==> src/rtl/alu_pkg.sv <==
// Shared types for the ALU decode slice: ALU op codes, opcode constants and the decoded-field bundle.
package alu_pkg;

  typedef enum logic [3:0] {
    FOP_ADD = 4'd0,
    FOP_SUB = 4'd1,
    FOP_SLL = 4'd2,
    FOP_SRL = 4'd3,
    FOP_SRA = 4'd4,
    FOP_AND = 4'd5,
    FOP_OR  = 4'd6,
    FOP_XOR = 4'd7,
    FOP_IMM = 4'd8
  } fop_t;

  localparam logic [6:0] OPC_OP     = 7'b0110011;
  localparam logic [6:0] OPC_OP_IMM = 7'b0010011;
  localparam logic [6:0] OPC_LUI    = 7'b0110111;

  typedef struct packed {
    fop_t        fop;
    logic        alu_mux_en;
    logic [31:0] imm;
    logic [4:0]  rs1;
    logic [4:0]  rs2;
    logic [4:0]  rd;
    logic        reg_write;
    logic        illegal;
  } alu_dec_t;

endpackage

==> src/rtl/alu_decode_comb.sv <==
// Pure combinational RV32 instruction decoder producing the ALU control bundle.
module alu_decode_comb
  import alu_pkg::*;
(
  input  logic [31:0] instr,
  output alu_dec_t    dec
);

  logic [6:0] opcode;
  logic [2:0] funct3;
  logic [6:0] funct7;
  logic       f3_ok;

  assign opcode = instr[6:0];
  assign funct3 = instr[14:12];
  assign funct7 = instr[31:25];
  // SLT/SLTU (010/011) have no ALU op here
  assign f3_ok  = (funct3 != 3'b010) && (funct3 != 3'b011);

  always_comb begin
    dec            = '0;
    dec.fop        = FOP_ADD;
    dec.rs1        = instr[19:15];
    dec.rs2        = instr[24:20];
    dec.rd         = instr[11:7];
    dec.illegal    = 1'b1;

    if (opcode == OPC_OP && f3_ok &&
        (funct7 == 7'b0000000 || funct7 == 7'b0100000)) begin
      dec.illegal    = 1'b0;
      dec.alu_mux_en = 1'b1;
      case (funct3)
        3'b000:  dec.fop = funct7[5] ? FOP_SUB : FOP_ADD;
        3'b001:  dec.fop = FOP_SLL;
        3'b101:  dec.fop = funct7[5] ? FOP_SRA : FOP_SRL;
        3'b100:  dec.fop = FOP_XOR;
        3'b110:  dec.fop = FOP_OR;
        default: dec.fop = FOP_AND;
      endcase
    end else if (opcode == OPC_OP_IMM && f3_ok) begin
      dec.illegal = 1'b0;
      dec.rs2     = 5'd0;
      case (funct3)
        3'b001: begin
          dec.fop = FOP_SLL;
          dec.imm = {27'b0, instr[24:20]};
        end
        3'b101: begin
          dec.fop = instr[30] ? FOP_SRA : FOP_SRL;
          dec.imm = {27'b0, instr[24:20]};
        end
        default: begin
          case (funct3)
            3'b100:  dec.fop = FOP_XOR;
            3'b110:  dec.fop = FOP_OR;
            3'b111:  dec.fop = FOP_AND;
            default: dec.fop = FOP_ADD;
          endcase
          dec.imm = {{20{instr[31]}}, instr[31:20]};
        end
      endcase
    end else if (opcode == OPC_LUI) begin
      dec.illegal = 1'b0;
      dec.fop     = FOP_IMM;
      dec.imm     = {instr[31:12], 12'b0};
      dec.rs1     = 5'd0;
      dec.rs2     = 5'd0;
    end

    dec.reg_write = !dec.illegal && (dec.rd != 5'd0);
  end

endmodule

==> src/rtl/alu_decode_stage.sv <==
// Registered decode stage with valid/ready handshake and flush between fetch and execute.
// Optional illegal-encoding output enabled by defining ALU_DEC_ILLEGAL_EN.
module alu_decode_stage
  import alu_pkg::*;
(
  input  logic        clk,
  input  logic        nRst,
  input  logic        flush,
  input  logic        in_valid,
  output logic        in_ready,
  input  logic [31:0] instr,
  output logic        out_valid,
  input  logic        out_ready,
  output logic [3:0]  fop,
  output logic        alu_mux_en,
  output logic [31:0] imm,
  output logic [4:0]  rs1,
  output logic [4:0]  rs2,
  output logic [4:0]  rd,
`ifdef ALU_DEC_ILLEGAL_EN
  output logic        illegal,
`endif
  output logic        reg_write
);

  alu_dec_t dec_d;
  alu_dec_t dec_q;
  logic     capture;

  alu_decode_comb u_dec (
    .instr (instr),
    .dec   (dec_d)
  );

  assign in_ready = !out_valid || out_ready;
  assign capture  = in_valid && in_ready;

  // Flush wins over capture; fields keep the last accepted word.
  always_ff @(posedge clk or negedge nRst) begin
    if (!nRst) begin
      out_valid <= 1'b0;
      dec_q     <= '0;
    end else if (flush) begin
      out_valid <= 1'b0;
    end else if (capture) begin
      out_valid <= 1'b1;
      dec_q     <= dec_d;
    end else if (out_ready) begin
      out_valid <= 1'b0;
    end
  end

  assign fop        = dec_q.fop;
  assign alu_mux_en = dec_q.alu_mux_en;
  assign imm        = dec_q.imm;
  assign rs1        = dec_q.rs1;
  assign rs2        = dec_q.rs2;
  assign rd         = dec_q.rd;
  assign reg_write  = dec_q.reg_write;

`ifdef ALU_DEC_ILLEGAL_EN
  assign illegal = out_valid && dec_q.illegal;
`else
  logic unused_illegal;
  assign unused_illegal = dec_q.illegal;
`endif

endmodule

==> config.mk <==
export PLATFORM = sky130hd
export DESIGN_NAME = alu_decode_stage
export DESIGN_NICKNAME = d
export VERILOG_FILES = /design/src/rtl/alu_pkg.sv /design/src/rtl/alu_decode_comb.sv /design/src/rtl/alu_decode_stage.sv
export SDC_FILE = /design/constraint.sdc
export NUM_CORES = 1
export LEC_CHECK = 0
export CAP_MARGIN = 5
export CORE_UTILIZATION = 35
export DETAILED_ROUTE_END_ITERATION = 10
export SETUP_SLACK_MARGIN = 0.2
export SYNTH_ARGS = -nofsm -noshare
export SYNTH_HDL_FRONTEND = slang
export SYNTH_HIERARCHICAL = 1
export SYNTH_SLANG_ARGS = --single-unit
==> constraint.sdc <==
create_clock -name clk -period 2.2 [get_ports clk]
set_input_delay 0.33 -clock clk [delete_from_list [all_inputs] [get_ports clk]]
set_output_delay 0.33 -clock clk [all_outputs]
set_load 0.1 [all_outputs]
==> results.rst <==
.. list-table::
   :header-rows: 1

   * - Metric
     - Value
   * - Run status
     - completed
   * - Area used by multi-input combinational logic
     - 1340 um^2
   * - Number of standard cells after synthesis
     - 201
   * - Portion of the clock cycle consumed by the worst path in the final layout
     - 0.801
   * - First-pass detailed-route iteration total
     - 4
   * - CTS root buffer
     - sky130_fd_sc_hd__clkbuf_8
   * - DR DRC count
     - 0
   * - Drt initial violations
     - 64
   * - First-pass GRT wire length
     - 10400 um
   * - Required @ worst endpoint
     - 2.46 ns
   * - Total power divided by cell area
     - 654 nW/um^2
   * - Width of the die
     - 92.6 um
   * - Antenna diode instance count
     - 0
   * - Layout cell share with drive strength beyond 1
     - 0.480
   * - Minimum clock period after layout
     - 1.76 ns
   * - Gr usage total
     - 0.159
   * - Area enclosed by the die boundary
     - 8580 um^2
   * - Setup repair bufs after CTS
     - 0
   * - CP arrival
     - 2.02 ns
   * - Startpoint type of the worst setup path
     - input pin
   * - Global route total overflow
     - 0
   * - Chip height
     - 92.6 um
   * - DR WL/cell
     - 16.3 um
   * - Clock buffer depth
     - 2
   * - Maximum clock frequency
     - 567 MHz
   * - Source-to-sink clock delay at the later pin of the worst-skew pair
     - 0.31 ns
   * - Max-cap viol count
     - 0
   * - Normalized max-slew margin
     - 0.600
   * - RSZ-0062 raised after global routing
     - false
   * - Worst voltage drop across the vdd grid
     - 0.278 mV
   * - Count of final hold-check violations
     - 0
   * - Maximum number of pins on one net before global-route repair
     - 31
   * - Post-detailed-route via-to-cell ratio
     - 4.62
   * - I/O pins
     - 92
   * - Register cell area after layout
     - 1350 um^2
   * - TritonCTS buffer count
     - 5
   * - Port buffer count
     - 91
   * - HPWL after detailed placement
     - 4820 um
   * - Number of antenna violations at the first check in global routing
     - 0
   * - Endpoints failing setup
     - 0
   * - Class of the most critical hold timing path
     - input pin to asynchronous set/reset pin
   * - Detailed-route via count
     - 1846
   * - Number of global-route vias before repair
     - 1939
   * - Syn_area_per_cell
     - 14.3 um^2
   * - CP cell instances
     - clkdlybuf4s50_1 > or4_4 > nor3_4 > o211ai_2 > nor3_2 > mux2_4
   * - Area overhead of the layout relative to synthesis
     - 35.4%
   * - FILL cells
     - 735
   * - Worst-path fanout max
     - 4
   * - Netlist area before placement
     - 2880 um^2
   * - Synth Net Count
     - 238
   * - Slowest stage cell, crit path
     - sky130_fd_sc_hd__or4_4
   * - Aggregate routed wire length
     - 6510 um
   * - Ys Warns
     - 6
   * - Setup clock skew after layout
     - 0.00540 ns
   * - Launching element of the worst setup path
     - instr[25]
   * - Dpl cell area
     - 3780 um^2
   * - Worst-case setup slack after placement
     - 0.103 ns
   * - Sum of negative setup slack
     - 0 ns
   * - Quantity of hold-fixing buffers added after cts
     - 0
   * - Total core area
     - 7850 um^2
   * - Clock-pin slew of the registers on the worst-case setup and hold paths
     - 0.10 ns
   * - # H-tree levels
     - 2
   * - Net count, final
     - 334
   * - Number of placement rows
     - 32
   * - Remaining antenna violation count
     - 0
   * - Critical Path Max Stage Delay
     - 0.56 ns
   * - Leak pwr
     - 2.09 nW
   * - Crit end category
     - flop
   * - Min setup slack post-route
     - 0.437 ns
   * - Tightest Pin Transition
     - 0.600 ns
   * - Total clock sinks
     - 54
   * - Crit Path Class
     - input pin to flop
   * - CTS tree
     - done
   * - Fin area
     - 3890 um^2
   * - Final Slew Violations
     - 0
   * - Initial core utilization
     - 0.366
   * - Startpoint of the most critical register-to-register path
     - out_valid
   * - Final Wtd Congestion
     - 0.787
   * - Number of instances resized during post-cts repair
     - 0
==> cell type report <==
| type | count | area share |
|---|---|---|
| Tap cell | 102 | 0.0328 |
| Multi-Input combinational cell | 127 | 0.345 |
| Clock inverter | 3 | 0.0103 |
| Sequential cell | 54 | 0.347 |
| Timing Repair Buffer | 105 | 0.244 |
| Clock buffer | 5 | 0.0177 |
| Inverter | 4 | 0.00386 |
==> final timing paths <==
kind                       endpoint  slack, ns  depth (start not counted)
min reg2reg                   rd[0]       0.52                          1
min                         imm[14]       0.02                          1
max reg2reg                 imm[18]       0.61                          5
min in group clk              rd[0]       0.52                          1
max in group asynchronous   imm[27]       1.62                          2
max                          fop[0]       0.44                          6
==> cells in the final DEF, fill, tap and decap left out, types with 2 or more instances in the layout <==
cell / instances
sky130_fd_sc_hd__buf_4: 63
sky130_fd_sc_hd__dfrtp_1: 54
sky130_fd_sc_hd__mux2_4: 50
sky130_fd_sc_hd__clkdlybuf4s50_1: 35
sky130_fd_sc_hd__a21o_1: 20
sky130_fd_sc_hd__and2_1: 10
sky130_fd_sc_hd__and3_1: 7
sky130_fd_sc_hd__buf_12: 6
sky130_fd_sc_hd__nor2b_1: 6
sky130_fd_sc_hd__nor2_1: 5
sky130_fd_sc_hd__clkbuf_8: 5
sky130_fd_sc_hd__inv_1: 4
sky130_fd_sc_hd__mux2_2: 3
sky130_fd_sc_hd__clkinv_2: 2
sky130_fd_sc_hd__nor2_2: 2
sky130_fd_sc_hd__nor3_2: 2
sky130_fd_sc_hd__o21ai_0: 2
==> registers in the layout (all words and copies together), names as in the netlist <==
name / cells
out_valid: 1
rs1: 5
rs2: 5
alu_mux_en: 1
fop: 4
imm: 32
reg_write: 1
rd: 5
==> critical path: cells and delay by family <==
kind | cells | cell delay (ns)
and+or+nand+nor | 3 | 0.96
AOI/OAI and AO/OA | 1 | 0.14
muxes | 1 | 0.15
buffers and inverters | 1 | 0.44
==> power breakdown <==
| group | switching, mW | internal (mW) | total [mW] | leakage, nW |
|---|---|---|---|---|
| Combinational | 0.544 | 0.251 | 0.795 | 1.31 |
| Clock | 0.339 | 0.336 | 0.675 | 0.0579 |
| Sequential | 0.0315 | 1.04 | 1.08 | 0.720 |
| Total | 0.915 | 1.63 | 2.55 | 2.09 |
==> per-layer routing <==
layer	GRT usage	vias up	routed length, um
met5	0	-	0
met4	0.0474	0	124
met3	0.0386	8	301
met2	0.243	49	2950
met1	0.222	896	3140
li1	-	893	-
==> through the flow <==
stage,hold slack [ns],util,total power [mW],std cells
6_report,0.0169,0.496,2.55,400
2_1_floorplan,0.0344,-,1.67,201
3_3_place_gp,0.365,0.482,1.89,392
4_1_cts,0.0279,0.496,2.58,400
3_5_place_dp,0.373,0.482,1.90,392
5_1_grt,0.0548,0.496,2.64,400
No activity file was read; power rests on OpenSTA's default activity.
==> RTL change 1 (same flow settings) <==
Build with the macro `ALU_DEC_ILLEGAL_EN` defined.
--- a/src/rtl/alu_decode_stage.sv
+++ b/src/rtl/alu_decode_stage.sv
@@ -1,4 +1,6 @@
 // Registered decode stage with valid/ready handshake and flush between fetch and execute.
 // Optional illegal-encoding output enabled by defining ALU_DEC_ILLEGAL_EN.
+`define ALU_DEC_ILLEGAL_EN
+
 module alu_decode_stage
   import alu_pkg::*;
Check against the original RTL (old outputs only; new: illegal): equivalent (Yosys induction, for registers that start in step).
==> RTL change 1 against the original RTL <==
Hold slack got worse by 2.2 ps. Worst setup slack worse by 70 ps. First-iteration DRC count grew 48%. Wire length up 2.1%. Power decreased by 1.9%. Largest power group unchanged. Sequential cell count is 1 higher. Via count up 3.2%. Die area is 15% higher. Final area grew 1.4%. Synthesized area rose by 15%. Combinational power is 2% higher. Non-clock buffer count increased by 2. Critical path type unchanged. Count of clock-buffer cells in the layout unchanged.
==> RTL change 1: results (changes against the original RTL) <==
{
  "outcome": {
    "run_status": "finished clean"
  },
  "synth": {
    "synthesis.nets": {"value": 293, "change": "+23%"},
    "synth_top_area_share_pct": 41.6,
    "synth_seq_area_share_pct": 41.6,
    "synth_ff_type": "dfrtp_1",
    "yosys_warnings": {"value": 6, "change": "unchanged"},
    "synth_commonest_cells": "57 x buf_4, 55 x dfrtp_1, 50 x mux2_4",
    "synth-async-reset-ratio_pct": 100,
    "netlist_top_cells_area": "dfrtp_1 42%, mux2_4 23%, buf_4 13%"
  },
  "global_route": {
    "initial_antenna_violation_count": {"value": 0, "change": "unchanged"},
    "grt_pass1_wl": {"value": 10500, "unit": "um", "change": "+0.59%"},
    "grt_start_max_net_pins": {"value": 34, "change": "+9.7%"},
    "grt_usage": {"value": 13.8, "unit": "%", "change": "-2.1 points"}
  },
  "route": {
    "dr_total_vias": {"value": 1905, "change": "+3.2%"},
    "wl": {"value": 6650, "unit": "um", "change": "+2.1%"},
    "drtPass1Iterations": {"value": 4, "change": "unchanged"},
    "drt_first_iter_violations": {"value": 95, "change": "+48%"}
  },
  "power": {
    "p_leak": {"value": 0.00211, "unit": "uW", "change": "+0.87%"},
    "vdd.ir_drop.worst": {"value": 327, "unit": "uV", "change": "+17%"}
  },
  "setup_path": {
    "reg_to_reg_startpoint": "out_valid$_DFFE_PN0P_",
    "crit_fanout": {"value": 4, "change": "unchanged"},
    "worstSetupStartpoint": "instr[26]",
    "worst_path_arrival_time": {"value": 2040, "unit": "ps", "change": "+20 ps"}
  },
  "placed_design": {
    "port_buffers": {"value": 92, "change": "+1.1%"},
    "place.gp.congestion": {"value": 0.748, "change": "-4.8%"},
    "detailed_placement_wirelength_estimate": {"value": 4820, "unit": "um", "change": "+0.20%"}
  },
  "clock_network": {
    "clock_tree.root_cell": "clkbuf_8",
    "cts_max_level": {"value": 2, "change": "unchanged"},
    "path_clk_slew_ps": 110,
    "post_cts.repair.setup_buffers": {"value": 0, "change": "unchanged"},
    "cts_resized": {"value": 0, "change": "unchanged"},
    "clock_insertion_delay_worst_skew": {"value": 310, "unit": "ps", "change": "about the same"},
    "max-clock-path-buffers": {"value": 2, "change": "unchanged"}
  },
  "sta": {
    "max_slew.worst_pin.slew": {"value": 618, "unit": "ps", "change": "+17.8 ps"},
    "fin_worst_skew": {"value": 11.6, "unit": "ps", "change": "+6.23 ps"}
  },
  "cells_and_area": {
    "numnets_final": {"value": 340, "change": "+1.8%"},
    "final_layout_size_suffix_gt1_share": {"value": 48.4, "unit": "%", "change": "+0.37 points"},
    "insertedDiodeCount": {"value": 0, "change": "unchanged"},
    "largest_register_ffs": {"value": 32, "change": "unchanged"}
  }
}
RTL change 1: cell count changes in the layout (fill, tap and decap cells not counted), sizes merged:
cell,before,now
bufinv,1,0
nand2,1,2
mux2,53,54
dfrtp,54,55
clkinvlp,0,1
clkinv,2,1
and2,10,11
buf,70,72
inv,4,5
RTL change 1: metal layers:
layer / GRT usage [%] / routed length (um) / vias to the layer above
li1: - / - / 913
met3: 2.74 / 292 / 4
met4: 3.05 / 40 / 0
met1: 18.6 / 3190 / 932
met5: 0 / 0 / -
met2: 22.9 / 3130 / 56
RTL change 1: cells by family (layout without fill, tap and decap cells):
kind of cell,count (synthesis),in the layout,share of synthesized area (%)
AOI/OAI and AO/OA,28,28,6.28
DFF,55,55,41.6
and+or+nand+nor,47,47,10.4
muxes,55,55,24.4
buffers and inverters,71,119,17.3
RTL change 1: stage by stage:
step | setup slack (ps) | hold WS, ps | util, % | std cells | cell area (um2)
floorplan | 220 | 34.4 | - | 256 | 3310
global placement | 58.2 | 386 | 41.9 | 407 | 3850
detailed placement | 35.0 | 389 | 41.9 | 407 | 3850
CTS | 371 | 35.3 | 42.9 | 415 | 3950
global route | 295 | 65.1 | 42.9 | 415 | 3950
finish | 367 | 14.7 | 42.9 | 415 | 3950
RTL change 1: power breakdown:
| group | internal [uW] | switching, uW |
|---|---|---|
| clock | 235 | 360 |
| combinational | 252 | 555 |
| sequential | 1060 | 33.8 |
| total | 1550 | 948 |
RTL change 1: worst max-delay path, cell delays in order:
cell and delay, ps:
clkdlybuf4s50_1 440, or4_4 540, nor3_4 230, a211o_1 200, nand2_1 60, mux2_4 240
RTL change 1: layout make-up:
class,instances,area (um2)
clock buffer,5,68.8
clock inverter,3,27.5
fill,855,5250
inverter,4,15.0
multi-input combinational,130,1370
sequential,55,1380
tap,111,139
timing repair buffer,107,951
RTL change 1: worst paths after layout:
kind	slack, ps	cells past startpoint	endpoint
setup / recovery	370	6	dec_q[0]$_DFFE_PN0P_
hold / removal	10	1	rd[2]$_DFFE_PN0P_
setup reg to reg	560	4	imm[15]$_DFFE_PN0P_
hold reg to reg	520	1	rd[2]$_DFFE_PN0P_
max in group asynchronous	1580	2	rs1[2]$_DFFE_PN0P_
min in group clk	520	1	rd[2]$_DFFE_PN0P_
==> RTL change 2 (config.mk and constraints unchanged) <==
Without the edit above. Make the reset (`nRst`) synchronous in one clocked block.
--- a/src/rtl/alu_decode_stage.sv
+++ b/src/rtl/alu_decode_stage.sv
@@ -37,5 +37,5 @@
 
   // Flush wins over capture; fields keep the last accepted word.
-  always_ff @(posedge clk or negedge nRst) begin
+  always_ff @(posedge clk) begin
     if (!nRst) begin
       out_valid <= 1'b0;
Function: differs if nRst is asserted again (counterexample within 4 cycles, from zero or initial values and one cycle with nRst low); with nRst held inactive, the same outputs for 10 cycles.
==> RTL change 2 against the original RTL <==
Count of clock-buffer cells in the layout unchanged. Wire length increased by 4.0%. Core utilization decreased by 0.78 points. Sequential cell count unchanged. Final area decreased by 3.1%. Synthesized cell count increased by 59%. Via count increased by 27%. Maximum frequency decreased by 3.4%. Cell count increased by 26%. Worst setup slack got worse by 61 ps. Synthesized area decreased by 2.5%. Highest routed layer unchanged.
Power is not compared: it rests on default switching activity, and its combinational part moved more than twofold at a synthesized area within 25%.
==> RTL change 2: results (changes against the original RTL) <==
{
  "cells_and_area": {
    "clock_area_share": {"value": 3.08, "unit": "%", "change": "+0.29 points"},
    "sequential_cell_area": {"value": 1080, "unit": "um2", "change": "-20%"},
    "multi_input_cells": {"value": 233, "change": "+83%"},
    "final_layout_size_suffix_gt1_share": {"value": 22.1, "unit": "%", "change": "-26 points"},
    "buffers": {"value": 104, "change": "-0.95%"},
    "buf_share": {"value": 25.0, "unit": "%", "change": "+0.64 points"},
    "numnets_final": {"value": 439, "change": "+31%"},
    "post_layout_nonfiller_instances": {"value": 505, "change": "+26%"},
    "multi_input_combinational_cell_area": {"value": 1490, "unit": "um2", "change": "+11%"},
    "syn_to_final_growth_pct": 34.5,
    "fill_cell_instance_count_of_the_final_layout": {"value": 757, "change": "+3.0%"}
  },
  "placed_design": {
    "dpl_cell_area": {"value": 3660, "unit": "um2", "change": "-3.4%"},
    "place.gp.congestion": {"value": 0.767, "change": "-2.5%"},
    "place_worst_setup_slack": {"value": 54.8, "unit": "ps", "change": "-48.7 ps"}
  },
  "global_route": {
    "via_count_of_the_first_global_routing_pass": {"value": 2203, "change": "+14%"},
    "global_route.usage.met3": {"value": 3.52, "unit": "%", "change": "-0.34 points"},
    "grt_usage": {"value": 16.8, "unit": "%", "change": "+0.98 points"},
    "groute.layer.met1.usage": {"value": 23.4, "unit": "%", "change": "+1.2 points"},
    "gr-usage-met2": {"value": 26.5, "unit": "%", "change": "+2.2 points"},
    "grt_pass1_wl": {"value": 11300, "unit": "um", "change": "+8.1%"}
  },
  "route": {
    "via_per_instance_ratio": {"value": 4.65, "change": "+0.66%"},
    "wl": {"value": 6770, "unit": "um", "change": "+4.0%"},
    "drt_first_iter_violations": {"value": 52, "change": "-19%"}
  },
  "hold_path": {
    "worstHoldPathType": "reg2reg"
  },
  "setup_path": {
    "worst_path_arrival_time": {"value": 2060, "unit": "ps", "change": "+40 ps"}
  },
  "outcome": {
    "run_status": "finished clean"
  },
  "synth": {
    "postSynthAreaPerCell": {"value": 8.79, "unit": "um2", "change": "-39%"},
    "synthesis.nets": {"value": 356, "change": "+50%"}
  },
  "sta": {
    "max_slew.worst_pin.slew": {"value": 412, "unit": "ps", "change": "-188 ps"}
  }
}
-- RTL change 2: routing by layer --
metal	share of wire, %	wire length (um)
met1	50	3380
met2	45	3010
met3	4.7	321
met4	0.81	55
met5	0	0
-- RTL change 2: where the power goes --
part | internal [uW] | switching, uW
clock | 346 | 361
combinational | 144 | 241
sequential | 993 | 8.13
-- RTL change 2: worst max-delay path: stages --
cell and delay, ps:
clkdlybuf4s50_1 440, or4_4 570, nor3_4 210, o211ai_2 130, nor3_2 190, nand2_1 60, mux2i_1 120
-- RTL change 2: worst paths after layout --
check	startpoint	endpoint	slack, ps	cells past startpoint
min reg2reg	imm[23]$_SDFFE_PN0P_	imm[23]$_SDFFE_PN0P_	460	2
max reg2reg	out_valid$_SDFFE_PP0P_	rs2[2]$_SDFFE_PN0P_	890	4
max	instr[25]	fop[0]$_SDFFE_PN0P_	380	7
min	imm[23]$_SDFFE_PN0P_	imm[23]$_SDFFE_PN0P_	460	2
